--- src/rtl/opb_status_bank.sv ---
// OPB slave: C_NUM_CH live capture registers copied to read-only shadows on a CTRL SNAP write; ack one cycle after select,
// user_valid never back-pressured. Define OPB_STATUS_BANK_STICKY_EN for OR-accumulating live registers cleared by each snapshot.
module opb_status_bank #(
  parameter logic [31:0] C_BASEADDR = 32'h0108EC00,
  parameter logic [31:0] C_HIGHADDR = 32'h0108ECFF,
  parameter int          C_NUM_CH   = 4,
  parameter int          C_DWIDTH   = 32
) (
  input  logic                         OPB_Clk,
  input  logic                         OPB_Rst_n,
  input  logic [0:31]                  OPB_ABus,
  input  logic [0:3]                   OPB_BE,
  input  logic [0:31]                  OPB_DBus,
  input  logic                         OPB_RNW,
  input  logic                         OPB_select,
  input  logic                         OPB_seqAddr,
  output logic [0:31]                  Sl_DBus,
  output logic                         Sl_xferAck,
  output logic                         Sl_errAck,
  output logic                         Sl_retry,
  output logic                         Sl_toutSup,
  input  logic [C_NUM_CH*C_DWIDTH-1:0] user_data_in,
  input  logic [C_NUM_CH-1:0]          user_valid
);

  typedef enum logic {IDLE, ACK} state_t;

  state_t                             r_state;
  state_t                             w_state_nxt;
  logic [1:0]                         r_rst_sync;
  logic                               w_rst_n;
  logic [31:0]                        w_addr;
  logic                               w_hit;
  logic                               w_take;
  logic [31:0]                        r_off;
  logic                               r_rnw;
  logic                               r_wsnap;
  logic                               w_is_ctrl;
  logic                               w_is_cnt;
  logic                               w_is_shadow;
  logic [31:0]                        w_sh_off;
  logic                               w_ok;
  logic                               w_snap;
  logic [31:0]                        w_rdat;
  logic [15:0]                        r_snapcnt;
  logic [C_NUM_CH-1:0][C_DWIDTH-1:0]  r_live;
  logic [C_NUM_CH-1:0][C_DWIDTH-1:0]  r_shadow;
  logic                               w_unused;

  // Assertion is immediate; release passes two flops so no transfer is taken on the release edge.
  always_ff @(posedge OPB_Clk or negedge OPB_Rst_n) begin
    if (!OPB_Rst_n) r_rst_sync <= 2'b00;
    else            r_rst_sync <= {r_rst_sync[0], 1'b1};
  end
  assign w_rst_n = r_rst_sync[1];

  assign w_addr = OPB_ABus;
  assign w_hit  = OPB_select && (w_addr >= C_BASEADDR) && (w_addr <= C_HIGHADDR);
  assign w_take = (r_state == IDLE) && w_hit;

  always_ff @(posedge OPB_Clk or negedge w_rst_n) begin
    if (!w_rst_n) r_state <= IDLE;
    else          r_state <= w_state_nxt;
  end

  always_comb begin
    w_state_nxt = r_state;
    case (r_state)
      IDLE:    if (w_hit) w_state_nxt = ACK;
      ACK:     w_state_nxt = IDLE;
      default: w_state_nxt = IDLE;
    endcase
  end

  always_ff @(posedge OPB_Clk or negedge w_rst_n) begin
    if (!w_rst_n) begin
      r_off   <= '0;
      r_rnw   <= 1'b0;
      r_wsnap <= 1'b0;
    end else if (w_take) begin
      r_off   <= w_addr - C_BASEADDR;
      r_rnw   <= OPB_RNW;
      r_wsnap <= OPB_DBus[31];
    end
  end

  assign w_is_ctrl   = (r_off == 32'd0);
  assign w_is_cnt    = (r_off == 32'd4);
  assign w_sh_off    = r_off - 32'd16;
  assign w_is_shadow = (r_off >= 32'd16) && (r_off < 32'(16 + 4 * C_NUM_CH)) && (r_off[1:0] == 2'b00);
  assign w_ok        = r_rnw ? (w_is_cnt || w_is_shadow) : w_is_ctrl;
  assign w_snap      = (r_state == ACK) && !r_rnw && w_is_ctrl && r_wsnap;

  always_comb begin
    w_rdat = '0;
    if (w_is_cnt) w_rdat[15:0] = r_snapcnt;
    for (int i = 0; i < C_NUM_CH; i++) begin
      if (w_is_shadow && (w_sh_off[31:2] == 30'(i))) w_rdat[C_DWIDTH-1:0] = r_shadow[i];
    end
  end

  always_ff @(posedge OPB_Clk or negedge w_rst_n) begin
    if (!w_rst_n) begin
      r_live <= '0;
    end else begin
      for (int i = 0; i < C_NUM_CH; i++) begin
`ifdef OPB_STATUS_BANK_STICKY_EN
        // A capture coinciding with a snapshot starts the next accumulation window.
        if (user_valid[i])
          r_live[i] <= w_snap ? user_data_in[i*C_DWIDTH +: C_DWIDTH]
                              : (r_live[i] | user_data_in[i*C_DWIDTH +: C_DWIDTH]);
        else if (w_snap)
          r_live[i] <= '0;
`else
        if (user_valid[i]) r_live[i] <= user_data_in[i*C_DWIDTH +: C_DWIDTH];
`endif
      end
    end
  end

  always_ff @(posedge OPB_Clk or negedge w_rst_n) begin
    if (!w_rst_n) begin
      r_shadow  <= '0;
      r_snapcnt <= '0;
    end else if (w_snap) begin
      r_shadow  <= r_live;
      r_snapcnt <= r_snapcnt + 16'd1;
    end
  end

  assign Sl_xferAck = (r_state == ACK) && w_ok;
  assign Sl_errAck  = (r_state == ACK) && !w_ok;
  assign Sl_DBus    = (Sl_xferAck && r_rnw) ? w_rdat : 32'h0;
  assign Sl_retry   = 1'b0;
  assign Sl_toutSup = 1'b0;

  assign w_unused = ^{OPB_BE, OPB_seqAddr, OPB_DBus[0:30]};

endmodule

--- config.mk ---
export PLATFORM = sky130hd
export DESIGN_NAME = opb_status_bank
export DESIGN_NICKNAME = d
export VERILOG_FILES = /design/src/rtl/opb_status_bank.sv
export SDC_FILE = /design/constraint.sdc
export NUM_CORES = 1
export LEC_CHECK = 0
export CAP_MARGIN = 20
export CORE_MARGIN = 4
export CORE_UTILIZATION = 53
export DETAILED_ROUTE_END_ITERATION = 10
export GPL_TIMING_DRIVEN = 0
export PLACE_DENSITY = 0.81
export SYNTH_ARGS = -nofsm -noshare
export SYNTH_HDL_FRONTEND = slang
export SYNTH_SLANG_ARGS = --single-unit
--- constraint.sdc ---
create_clock -name OPB_Clk -period 10.9 [get_ports OPB_Clk]
set_input_delay 1.635 -clock OPB_Clk [delete_from_list [all_inputs] [get_ports OPB_Clk]]
set_output_delay 1.635 -clock OPB_Clk [all_outputs]
set_load 0.005 [all_outputs]
==> results.toml, run 1 <==
[status]
status = "complete, no violations"

[layout]
fillers = 1798
syn_to_final_growth_pct = 27.5
fin_area_um2 = 16800
multi_input_area_um2 = 5090
drive_gt1_frac = 0.166
instances_no_fill = 1810
final_cell_mix = "nand2_1, dfrtp_1, clkdlybuf4s50_1, mux2_2, clkbuf_1"
ff_latch_area_um2 = 7740
final_common_cell = "nand2_1"
nets = 1666
finish.utilization = 0.689

[logic_synthesis]
synthArstFlopShare = 1.00
yosys-top-cells-area = "dfrtp_1, nand2_1, mux2_2, mux2i_1, o21ai_0"
synth_ff_type = "dfrtp_1"
yosys_warnings = 0
ys_seq_area_frac = 0.587
syn_avg_cell_area_um2 = 10.8
synth_cell_types = 42
synth-seq-cells = 309
syn_inst = 1220
yosys.area.top_type_share = 0.587
netlist.top_cell.by_area = "dfrtp_1"
synth_edf_count = 0
netlist_area_um2 = 13200

[critical_path]
worst_setup_path_start_kind = "flip-flop"
crit_path_max_incr_delay_ns = 0.56
critPathBufInv = 2
crit_type = "reg2out"
critical_path.endpoint_type = "primary output"
path_max_fanout = 10
worst_path_max_delay_cell = "or4_4"
crit_required_ns = 9.27
worstPathCellList = "or4_4 > nor4_4 > o2111ai_1 > clkbuf_1 > o221a_1 > clkdlybuf4s50_1"
cpLargestDelayFamily = "simple AND/OR/NAND/NOR gates"
worstPathArrival_ns = 3.69
r2r_slack_ns = 8.09

[clocking]
cts_buffer_depth = 3
cts.clk_slew.worst_paths_ns = 0.05
postCtsResizedCells = 0
clock_latency_ns = 0.52
cts_root_buf = "clkbuf_16"
cts_sinks = 309
htreeDepth = 2
cts_made_buffers = 34
cts_setup_buffers = 0
hold_buffers = 0
cts_tree = "done"

[floorplanning]
rows = 57
die_h_um = 166
core_region_area_um2 = 24400
top_level_ports = 241
start_util = 0.540
die_x_um = 166
die-area_um2 = 27500

[timing]
hold_violations = 0
slew_headroom = 0.381
tightest_slew_ns = 0.929
holdWs_ns = 0.360
fmax_mhz = 188
finalMaxSlewViolations = 0
setup_tns_ns = 0
rsz0062_at_grt = "false"
fin_crit_ns = 5.33
skew_ns = 0.0249
fin_crit_sh = 0.489
setup_viol_count_final = 0
setup_slack_ns = 5.57

[global_route]
grt_max_degree = 75
grt_first_pass_wirelength_um = 55800
antenna_found_initial = 1
gr-total-overflow = 0
grt_pass1_vias = 10700
grt_use_total = 0.251

[hold_path]
hold_path_class = "reg2reg"

[place]
place_area_um2 = 15700
detailedPlace.worstSlack_ns = 6.16
io_buffers = 198
dp.cells = 1747
place.gp.congestion = 0.895
dp_hpwl_um = 25200

[power_and_ir_drop]
ir_drop_mv = 0.107
power_density_nw_per_um2 = 150
total_power_mw = 2.51
p_leak_nw = 7.97

[routing]
drt_wl_total_um = 34600
drc = 0
drt-vias-per-instance = 5.50
first_pass_iters = 6
drt_iter0_drc = 729
wl_per_cell_um = 19.1
ant_nets = 0
routed-via-count = 9964

[flow_run]
drv_cap = 0
sequential cells by signal, summed over array words and instances, names as in the netlist:
signal	count
r_state	1
r_rst_sync	2
r_wsnap	1
r_snapcnt	16
r_live	128
r_off	32
r_rnw	1
r_shadow	128
Yosys cell counts, types with 9 or more instances:
cell type / number
xnor2_1: 10
nor3_2: 10
a22oi_1: 16
o21ai_0: 35
nor2b_1: 13
buf_1: 14
a21o_1: 16
mux2_2: 138
o21a_1: 12
mux2i_1: 33
nor2_1: 29
nor3_1: 9
dfrtp_1: 309
o221a_1: 10
buf_2: 20
clkbuf_1: 39
nand2_1: 434
cell type report:
class | count | area share
clock inverters | 11 | 0.00611
repair buffers | 202 | 0.124
multi-input cells | 830 | 0.303
plain buffers | 78 | 0.0203
flip-flops and latches | 309 | 0.460
inverters | 4 | 0.000894
clock buffers | 51 | 0.0604
well taps | 324 | 0.0241
diodes | 1 | 0.000149
power by group:
| group | switching, mW | total, mW | internal, mW | leakage (nW) |
|---|---|---|---|---|
| registers | 0.0340 | 1.23 | 1.20 | 4.00 |
| logic | 0.0538 | 0.154 | 0.100 | 3.41 |
| clock network | 0.457 | 1.13 | 0.672 | 0.557 |
per-layer routing:
metal  share of wire  track usage  vias up
met5               0            0        -
met4           0.029       0.0821        0
met3           0.089       0.0708       65
met2            0.47        0.408      408
met1            0.41        0.330     4943
li1                -            -     4548
worst paths after layout:
kind / start / endpoint / depth (start not counted)
max reg2reg: r_off[1] / r_shadow[6] / 7
min: r_rst_sync[0] / r_rst_sync[1] / 0
min in group asynchronous: r_rst_sync[1] / r_live[81] / 0
min reg2reg: r_rst_sync[0] / r_rst_sync[1] / 0
max in group asynchronous: OPB_Rst_n / r_rst_sync[1] / 1
max: r_off[1] / Sl_DBus[2] / 6
kinds of logic (layout without fill, tap and decap cells):
family,after synthesis,count (layout),share of synthesized area
AO/OA/AOI/OAI,100,100,0.0544
XOR/XNOR,15,15,0.00997
buffers and inverters,82,346,0.0270
adder cells (fa/ha/maj),2,2,0.00190
AND/OR/NAND/NOR,539,539,0.176
other,2,4,0.000570
flip-flops,309,309,0.587
multiplexers,171,171,0.143
Power figures use the tool's default switching activity.
==> inputs of run 2 (changes only) <==
==> constraint.sdc (replaced) <==
create_clock -name OPB_Clk -period 5.4 [get_ports OPB_Clk]
set_input_delay 0.81 -clock OPB_Clk [delete_from_list [all_inputs] [get_ports OPB_Clk]]
set_output_delay 0.81 -clock OPB_Clk [all_outputs]
set_load 0.005 [all_outputs]
==> results.toml, run 2 (synthesized netlist as in run 1, its figures left out) <==
[timing]
fin_crit_sh = 0.829
slew_headroom = 0.380
hold_violations = 0
setup_tns_ns = 0
fin_crit_ns = 4.48
rsz0062_at_grt = "false"
skew_ns = 0.0223
finalMaxSlewViolations = 0
setup_viol_count_final = 0
tightest_slew_ns = 0.930
fmax_mhz = 223

[global_route]
grt_max_degree = 74
antenna_found_initial = 2
grt_pass1_vias = 10300
grt_first_pass_wirelength_um = 54600
grt_use_total = 0.245
gr-total-overflow = 0

[floorplanning]
die_x_um = 166
top_level_ports = 241
start_util = 0.540
rows = 57
core_region_area_um2 = 24400
die_h_um = 166
die-area_um2 = 27500

[critical_path]
r2r-end = "r_shadow[34]"
r2r_cells = 7
r2r_slack_ns = 2.61
worstPathArrival_ns = 3.67
crit_required_ns = 4.59
path_max_fanout = 10
r2r_start = "r_off[1]"
critical_path.endpoint_type = "primary output"
crit_type = "reg2out"
worst_setup_path_start_kind = "flip-flop"

[routing]
drt_iter0_drc = 743
wl_per_cell_um = 18.9
first_pass_iters = 5
drc = 0
routed-via-count = 9879
drt_wl_total_um = 34100
highest_layer = "met5"
drt-vias-per-instance = 5.47
wl_met1_um = 14300
ant_nets = 0
wl_met3_um = 2510
wl_met2_um = 15900

[place]
place.gp.congestion = 0.888
io_buffers = 198
dp_hpwl_um = 25200

[clocking]
cts_setup_buffers = 0
cts_root_buf = "clkbuf_16"
hold_buffers = 0
cts_tree = "done"
postCtsResizedCells = 0
clock_latency_ns = 0.58
cts.clk_slew.worst_paths_ns = 0.06
cts_sinks = 309
cts_made_buffers = 31
htreeDepth = 1
cts_buffer_depth = 3

[layout]
drive_gt1_frac = 0.160
final_common_cell = "nand2_1"
antennaDiodeCount = 0
top_regs = "r_live x128, r_shadow x128, r_off x32"
finish.utilization = 0.686
nets = 1664
syn_to_final_growth_pct = 27.0
final_cell_mix = "nand2_1, dfrtp_1, clkdlybuf4s50_1, mux2_2, clkbuf_1"

[power_and_ir_drop]
ir_drop_mv = 0.296
p_leak_nw = 7.92
power_density_nw_per_um2 = 296

[status]
status = "complete, no violations"

[flow_run]
drv_cap = 0

[hold_path]
hold_path_class = "reg2async"
==> run 2: metal layers <==
metal  vias up  GRT usage
li1       4536          -
met2       389      0.392
met1      4867      0.334
met4         4     0.0864
met3        83     0.0546
met5         -          0
==> run 2: cell type report <==
cell class	instances	area [um2]
Tap cell	324	405
Timing Repair Buffer	203	2120
Fill cell	1783	7650
Inverter	4	15.0
Clock inverter	5	90.1
Buffer	78	340
Sequential cell	309	7740
Clock buffer	52	935
Multi-Input combinational cell	830	5090
==> run 2: worst max path at each step <==
stage | start | depth (start not counted) | slack [ns] | end
after detailed placement | r_off[1] | 7 | 1.58 | Sl_DBus[5]
after global routing | r_off[4] | 7 | 0.79 | Sl_DBus[2]
after global placement | r_rst_sync[1] | 0 | -1.31 | r_live[105]
final | r_off[1] | 7 | 0.92 | Sl_DBus[8]
after floorplan | r_rst_sync[1] | 0 | 0.34 | r_live[0]
after CTS | r_off[1] | 7 | 0.95 | Sl_DBus[5]
==> run 2: critical path, cell delays in order, from the launching register on <==
cell and delay [ns]:
dfrtp_1 0.37, or4_4 0.54, nor4_4 0.48, nand3_2 0.21
nor3b_4 0.48, buf_4 0.25, o221a_1 0.24, clkdlybuf4s50_1 0.52
==> run 2: power breakdown <==
group / switching [mW] / internal (mW)
Clock: 0.887 / 1.27
Combinational: 0.115 / 0.204
Sequential: 0.0654 / 2.41
Total: 1.07 / 3.89
==> run 2: metrics by stage <==
step / setup slack (ns) / cell area [um2] / hold slack [ns] / total power, mW / instances
detailed placement: 1.58 / 15700 / 0.284 / 2.84 / 1748
global route: 0.789 / 16700 / 0.319 / 5.11 / 1805
floorplan: 0.344 / 13200 / 0.331 / 2.64 / 1221
global placement: -1.31 / 15600 / 0.338 / 2.81 / 1743
CTS: 0.952 / 16700 / 0.285 / 4.98 / 1805
finish: 0.923 / 16700 / 0.268 / 4.95 / 1805
